--- src/rtl/acs_sequencer_pkg.sv ---
// Shared widths, state encoding and helpers for the ACS segment sequencer
// of the 256-state Viterbi decoder.
package acs_sequencer_pkg;

    localparam int WD_FSM       = 6;
    localparam int N_SEG        = 2 ** WD_FSM;
    localparam int WD_STATE     = 1;
    localparam int FILL_SYMBOLS = 8;
    localparam int WD_FILL      = 4;

    typedef enum logic [WD_STATE-1:0] {
        IDLE = 1'b0,
        RUN  = 1'b1
    } state_t;

    typedef logic [WD_FSM-1:0] seg_t;

    function automatic logic is_last_seg(input seg_t seg);
        return seg == seg_t'(N_SEG - 1);
    endfunction

endpackage

--- src/rtl/acs_sequencer_if.sv ---
// Bundle between the branch-metric generator, the ACS sequencer and the ACS
// datapath. master = sequencer, slave = upstream/downstream consumers.
interface acs_sequencer_if;
    import acs_sequencer_pkg::*;

    // Handshake: a symbol transfers on a cycle where SymbolValid and
    // SymbolReady are both 1; SymbolValid may drop the following cycle, but
    // the branch metrics must stay stable for the whole 64-segment sweep.
    logic SymbolValid;
    logic SymbolReady;
    logic Active;
    logic Init;
    logic Hold;
    logic CompareStart;
    seg_t ACSSegment;
    logic SymbolDone;

    modport master (
        input  SymbolValid,
        output SymbolReady, Active, Init, Hold, CompareStart, ACSSegment, SymbolDone
    );

    modport slave (
        output SymbolValid,
        input  SymbolReady, Active, Init, Hold, CompareStart, ACSSegment, SymbolDone
    );

endinterface

--- src/rtl/acs_sequencer_fill_tracker.sv ---
// Counts completed symbols since Restart (saturating) and raises CompareStart
// once the trellis has filled.
module acs_fill_tracker
    import acs_sequencer_pkg::*;
(
    input  logic Clock2,
    input  logic Reset,
    input  logic Restart,
    input  logic Active,
    input  logic Hold,
    output logic CompareStart_o
);

    localparam logic [WD_FILL-1:0] FILL_MAX = WD_FILL'(FILL_SYMBOLS);

    logic [WD_FILL-1:0] fill_q, fill_d;
    logic               cmp_q, cmp_d;

    always_comb begin
        fill_d = fill_q;
        if (Restart) begin
            fill_d = '0;
        end else if (Active && Hold && (fill_q != FILL_MAX)) begin
            fill_d = fill_q + WD_FILL'(1);
        end
        // Registered from the next count so compare opens on segment 0 of the
        // first symbol after the fill, not one segment late.
        cmp_d = (fill_d == FILL_MAX);
    end

    always_ff @(posedge Clock2 or negedge Reset) begin
        if (!Reset) begin
            fill_q <= '0;
            cmp_q  <= 1'b0;
        end else begin
            fill_q <= fill_d;
            cmp_q  <= cmp_d;
        end
    end

    assign CompareStart_o = cmp_q;

endmodule

--- src/rtl/acs_sequencer.sv ---
// Per-symbol segment sweep controller for the 4-way ACS unit.
// Optional build macro ACS_SEQ_STALL_EN adds a Stall input that freezes a sweep.
module acs_sequencer
    import acs_sequencer_pkg::*;
(
    input  logic             Clock2,
    input  logic             Reset,
    input  logic             Restart,
`ifdef ACS_SEQ_STALL_EN
    input  logic             Stall,
`endif
    acs_sequencer_if.master  bus,
    output state_t           state_dbg_o
);

    state_t state_q, state_d;
    seg_t   seg_q, seg_d;
    logic   active_q, active_d;
    logic   init_q, init_d;
    logic   hold_q, hold_d;
    logic   done_q, done_d;
    logic   stall_run;
    logic   last_seg;
    logic   ready;
    logic   accept;
    logic   cmp_start;

`ifdef ACS_SEQ_STALL_EN
    assign stall_run = Stall && (state_q == RUN);
`else
    assign stall_run = 1'b0;
`endif

    assign last_seg = (state_q == RUN) && is_last_seg(seg_q);
    assign ready    = ((state_q == IDLE) || last_seg) && !Restart && !stall_run;
    assign accept   = bus.SymbolValid && ready;

    always_comb begin
        state_d = state_q;
        seg_d   = seg_q;
        done_d  = 1'b0;
        if (Restart) begin
            state_d = IDLE;
            seg_d   = '0;
        end else if (!stall_run) begin
            case (state_q)
                IDLE: begin
                    if (accept) begin
                        state_d = RUN;
                        seg_d   = '0;
                    end
                end
                RUN: begin
                    if (last_seg) begin
                        done_d  = 1'b1;
                        seg_d   = '0;
                        state_d = accept ? RUN : IDLE;
                    end else begin
                        seg_d = seg_q + seg_t'(1);
                    end
                end
                default: begin
                    state_d = IDLE;
                    seg_d   = '0;
                end
            endcase
        end
        active_d = (state_d == RUN);
        init_d   = active_d && (seg_d == '0);
        hold_d   = active_d && is_last_seg(seg_d);
    end

    always_ff @(posedge Clock2 or negedge Reset) begin
        if (!Reset) begin
            state_q  <= IDLE;
            seg_q    <= '0;
            active_q <= 1'b0;
            init_q   <= 1'b0;
            hold_q   <= 1'b0;
            done_q   <= 1'b0;
        end else begin
            state_q  <= state_d;
            seg_q    <= seg_d;
            active_q <= active_d;
            init_q   <= init_d;
            hold_q   <= hold_d;
            done_q   <= done_d;
        end
    end

    // A stalled sweep keeps its registers; only the strobes are masked.
    assign bus.Active      = active_q && !stall_run;
    assign bus.Init        = init_q && !stall_run;
    assign bus.Hold        = hold_q && !stall_run;
    assign bus.SymbolReady = ready;
    assign bus.ACSSegment  = seg_q;
    assign bus.SymbolDone  = done_q;
    assign bus.CompareStart = cmp_start;
    assign state_dbg_o     = state_q;

    acs_fill_tracker u_fill (
        .Clock2         (Clock2),
        .Reset          (Reset),
        .Restart        (Restart),
        .Active         (bus.Active),
        .Hold           (bus.Hold),
        .CompareStart_o (cmp_start)
    );

endmodule

--- src/flat_wrapper.sv ---
// flat-port wrapper written by rule: the top's interface ports become plain ports
module acs_sequencer_flat import acs_sequencer_pkg::*;
  (Clock2, Reset, Restart, state_dbg_o, bus_SymbolValid, bus_SymbolReady, bus_Active, bus_Init, bus_Hold, bus_CompareStart, bus_ACSSegment, bus_SymbolDone);
  acs_sequencer_if bus_i ();
  input  logic Clock2;
  input  logic Reset;
  input  logic Restart;
  output state_t state_dbg_o;
  input wire logic [$bits(bus_i.SymbolValid)-1:0] bus_SymbolValid;
  output wire logic [$bits(bus_i.SymbolReady)-1:0] bus_SymbolReady;
  output wire logic [$bits(bus_i.Active)-1:0] bus_Active;
  output wire logic [$bits(bus_i.Init)-1:0] bus_Init;
  output wire logic [$bits(bus_i.Hold)-1:0] bus_Hold;
  output wire logic [$bits(bus_i.CompareStart)-1:0] bus_CompareStart;
  output wire logic [$bits(bus_i.ACSSegment)-1:0] bus_ACSSegment;
  output wire logic [$bits(bus_i.SymbolDone)-1:0] bus_SymbolDone;
  assign bus_i.SymbolValid = bus_SymbolValid;
  assign bus_SymbolReady = bus_i.SymbolReady;
  assign bus_Active = bus_i.Active;
  assign bus_Init = bus_i.Init;
  assign bus_Hold = bus_i.Hold;
  assign bus_CompareStart = bus_i.CompareStart;
  assign bus_ACSSegment = bus_i.ACSSegment;
  assign bus_SymbolDone = bus_i.SymbolDone;
  acs_sequencer u_core (.Clock2(Clock2), .Reset(Reset), .Restart(Restart), .bus(bus_i), .state_dbg_o(state_dbg_o));
endmodule
--- config.mk ---
export PLATFORM = sky130hd
export DESIGN_NAME = acs_sequencer_flat
export DESIGN_NICKNAME = d
export VERILOG_FILES = /design/src/rtl/acs_sequencer_pkg.sv /design/src/rtl/acs_sequencer_if.sv /design/src/rtl/acs_sequencer_fill_tracker.sv /design/src/rtl/acs_sequencer.sv /design/src/flat_wrapper.sv
export SDC_FILE = /design/constraint.sdc
export NUM_CORES = 1
export LEC_CHECK = 0
export ABC_AREA = 1
export CORE_UTILIZATION = 50
export CTS_CLUSTER_SIZE = 25
export DETAILED_ROUTE_END_ITERATION = 10
export PLACE_DENSITY = 0.77
export SYNTH_ARGS = -nofsm -noshare
export SYNTH_HDL_FRONTEND = slang
export SYNTH_SLANG_ARGS = --single-unit
--- constraint.sdc ---
create_clock -name Clock2 -period 2.37 [get_ports Clock2]
set_input_delay 0.237 -clock Clock2 [delete_from_list [all_inputs] [get_ports Clock2]]
set_output_delay 0.237 -clock Clock2 [all_outputs]
set_load 0.01 [all_outputs]
==> results.cfg <==
[min_path]
hp-class = input pin to async pin

[sta]
fin_crit_ps = 2141
tns_ps = 0
worst_slew_pin_slew_ps = 625.3
fin_crit_sh_pct = 90.33
maxSlewHeadroom_pct = 58.18
max_freq_mhz = 467.1
finalHoldViolCount = 0
slew_viol_final = 0
skew_ps = 5.888
rsz0062_at_grt = no
setup_viol = 0

[floorplan]
chipHeight_um = 44.33
initial_utilization_pct = 56.20
die_w_um = 44.33
die_area_um2 = 1965
ios = 17
core-area_um2 = 1594
rows = 14

[power]
irDropWorstVdd_mv = 0.2933
powerDensity_nw_per_um2 = 462.2
total_power_uw = 509.0
p_leak_nw = 0.5659

[cells_and_area]
drive_gt1_share_pct = 11.76
syn_to_final_growth_pct = 22.91
fillCellCount = 141
antennaDiodeCount = 0
num-nets-final = 144
fin_cells = 160

[detailed_routing]
routedWlPerCell_um = 11.03
top_layer = met4
drc = 0
met1Wirelength_um = 854
route.met3.wl_um = 148
drt_first_pass_iters = 4
ant_nets = 0
wl_met2_um = 752
drtIter0Drc = 17
vias_per_cell = 5.044
vias = 807
finalWirelength_mm = 1.765

[global_routing]
antenna_found_initial = 0
grt_max_degree = 16
first_global_vias = 683
grt_pass1_wl_mm = 3.139
track_usage_pct = 22.12
grt_overflow = 0

[synthesis]
yosys_warnings = 0
syn_area_um2 = 895.9
ys_seq_area_share_pct = 41.90
syn-num-nets = 125
ys_ff_latch = 15
syn_inst = 118
avgSynthCellArea_um2 = 7.592
synth_cell_types = 22

[clock_tree]
cts.sinks = 15
cts_tree = yes
clockBufferDepth = 2
cts_inserted_buffers = 3
clock_latency_ps = 280
h-tree-depth = 1
path_clk_slew_ps = 90
cts_resized = 0
post_cts_buffers = 0
clockRootBuffer = clkbuf_4
cts_hold_buf = 0

[critical_path]
cp-end-kind = output port
reg2reg_from = u_core.bus.ACSSegment[0]
crit_arrival_ps = 1900
crit_type = flop to output port
reg2regPathDepth = 8
crit_path_max_fanout = 6
worstSetupStartpoint = u_core.bus.ACSSegment[0]
startpoint_type = flop
cp.required_ps = 2130

[status]
status = completed

[placed_design]
numPortBuffers = 16
dp_hpwl_mm = 1.379
dp.cells = 156
place_congestion = 0.8991

[run]
cap_violations = 0
[final timing paths]
kind	end	slack (ps)
worst max-delay path	bus_SymbolReady	230
worst min-delay path	u_core.bus.ACSSegment[2]	330
max in group asynchronous	u_core.bus.ACSSegment[5]	1630
min in group Clock2	u_core.u_fill.fill_q[1]	610
worst max register to register	u_core.bus.Init	840
worst min register to register	u_core.u_fill.fill_q[1]	610
[critical path, cell delays in order (launching register included)]
cell             delay [ps]
dfrtp_1                 430
ha_1                    250
nand3_2                 120
nand2_2                 110
nand2_4                  80
nor2_1                   80
clkdlybuf4s50_1         540
[through the flow]
| stage | util, % | setup slack, ps | hold slack [ps] | area [um2] |
|---|---|---|---|---|
| after floorplan | - | 1001 | -58.59 | 895.9 |
| final | 69.07 | 229.3 | 333.8 | 1101 |
| after detailed placement | 67.19 | 539.1 | 581.3 | 1071 |
| after global routing | 69.07 | 101.5 | 382.3 | 1101 |
| after global placement | 67.19 | 541.9 | 574.1 | 1071 |
| after CTS | 69.07 | 204.8 | 354.6 | 1101 |
[logic make-up after synthesis]
logic type	Yosys count	synth area share (%)
and+or+nand+nor	65	34.22
buffers and inverters	21	9.916
DFF	15	41.90
AOI/OAI and AO/OA	11	6.844
xor gates and xnor gates	3	2.933
adders and majority gates	3	4.190
[synthesized netlist by cell type, drive strengths merged]
| cell | instances | area [um2] |
|---|---|---|
| inv | 19 | 73.82 |
| a21oi | 5 | 28.78 |
| xnor2 | 2 | 17.52 |
| o21ai | 5 | 25.02 |
| o21bai | 1 | 7.510 |
| nand2 | 30 | 135.1 |
| xor2 | 1 | 8.760 |
| ha | 3 | 37.54 |
| dfrtp | 15 | 375.4 |
| nand3 | 17 | 90.09 |
| buf | 2 | 15.01 |
| nand3b | 1 | 7.510 |
| nand4 | 1 | 6.260 |
| nor2 | 16 | 67.57 |
[registers in the layout (all words and copies together), names as in the netlist]
| register | cells |
|---|---|
| u_core.bus.ACSSegment | 6 |
| u_core.u_fill.fill_q | 4 |
| u_core.bus.Hold | 1 |
| u_core.bus.Init | 1 |
| u_core.bus.SymbolDone | 1 |
| u_core.state_dbg_o | 1 |
| u_core.u_fill.CompareStart_o | 1 |
[routing by layer]
layer,vias up,global-route usage (%)
li1,405,-
met1,366,31.83
met2,34,32.06
met3,2,6.939
met4,0,6.667
met5,-,0
[cells in the final DEF, fill, tap and decap left out, types with 3 or more instances in the layout]
cell type        synthesis  final
ha_1                     3      3
nand3_1                 16     16
nand2_2                  3      3
dfrtp_1                 15     15
clkbuf_4                 0      3
clkdlybuf4s50_1          0     16
o21ai_0                  4      4
nor2_2                   3      3
inv_1                   17     17
nor2_1                  13     13
a21oi_1                  4      4
nand2_1                 25     25
[where the power goes]
group          leakage, nW  internal [mW]  switching, mW
logic                0.347         0.0390         0.0508
registers            0.205          0.263        0.00976
clock network       0.0139         0.0641         0.0821
[cell type report]
class / count / area, um2 / area share (%)
multi-input cells: 82 / 431.7 / 39.20
inverters: 19 / 73.82 / 6.705
repair buffers: 16 / 160.2 / 14.55
well taps: 24 / 30.03 / 2.727
flip-flops and latches: 15 / 375.4 / 34.09
clock buffers: 3 / 22.52 / 2.045
clock inverters: 1 / 7.507 / 0.6818
(Power assumes the default switching activity.)
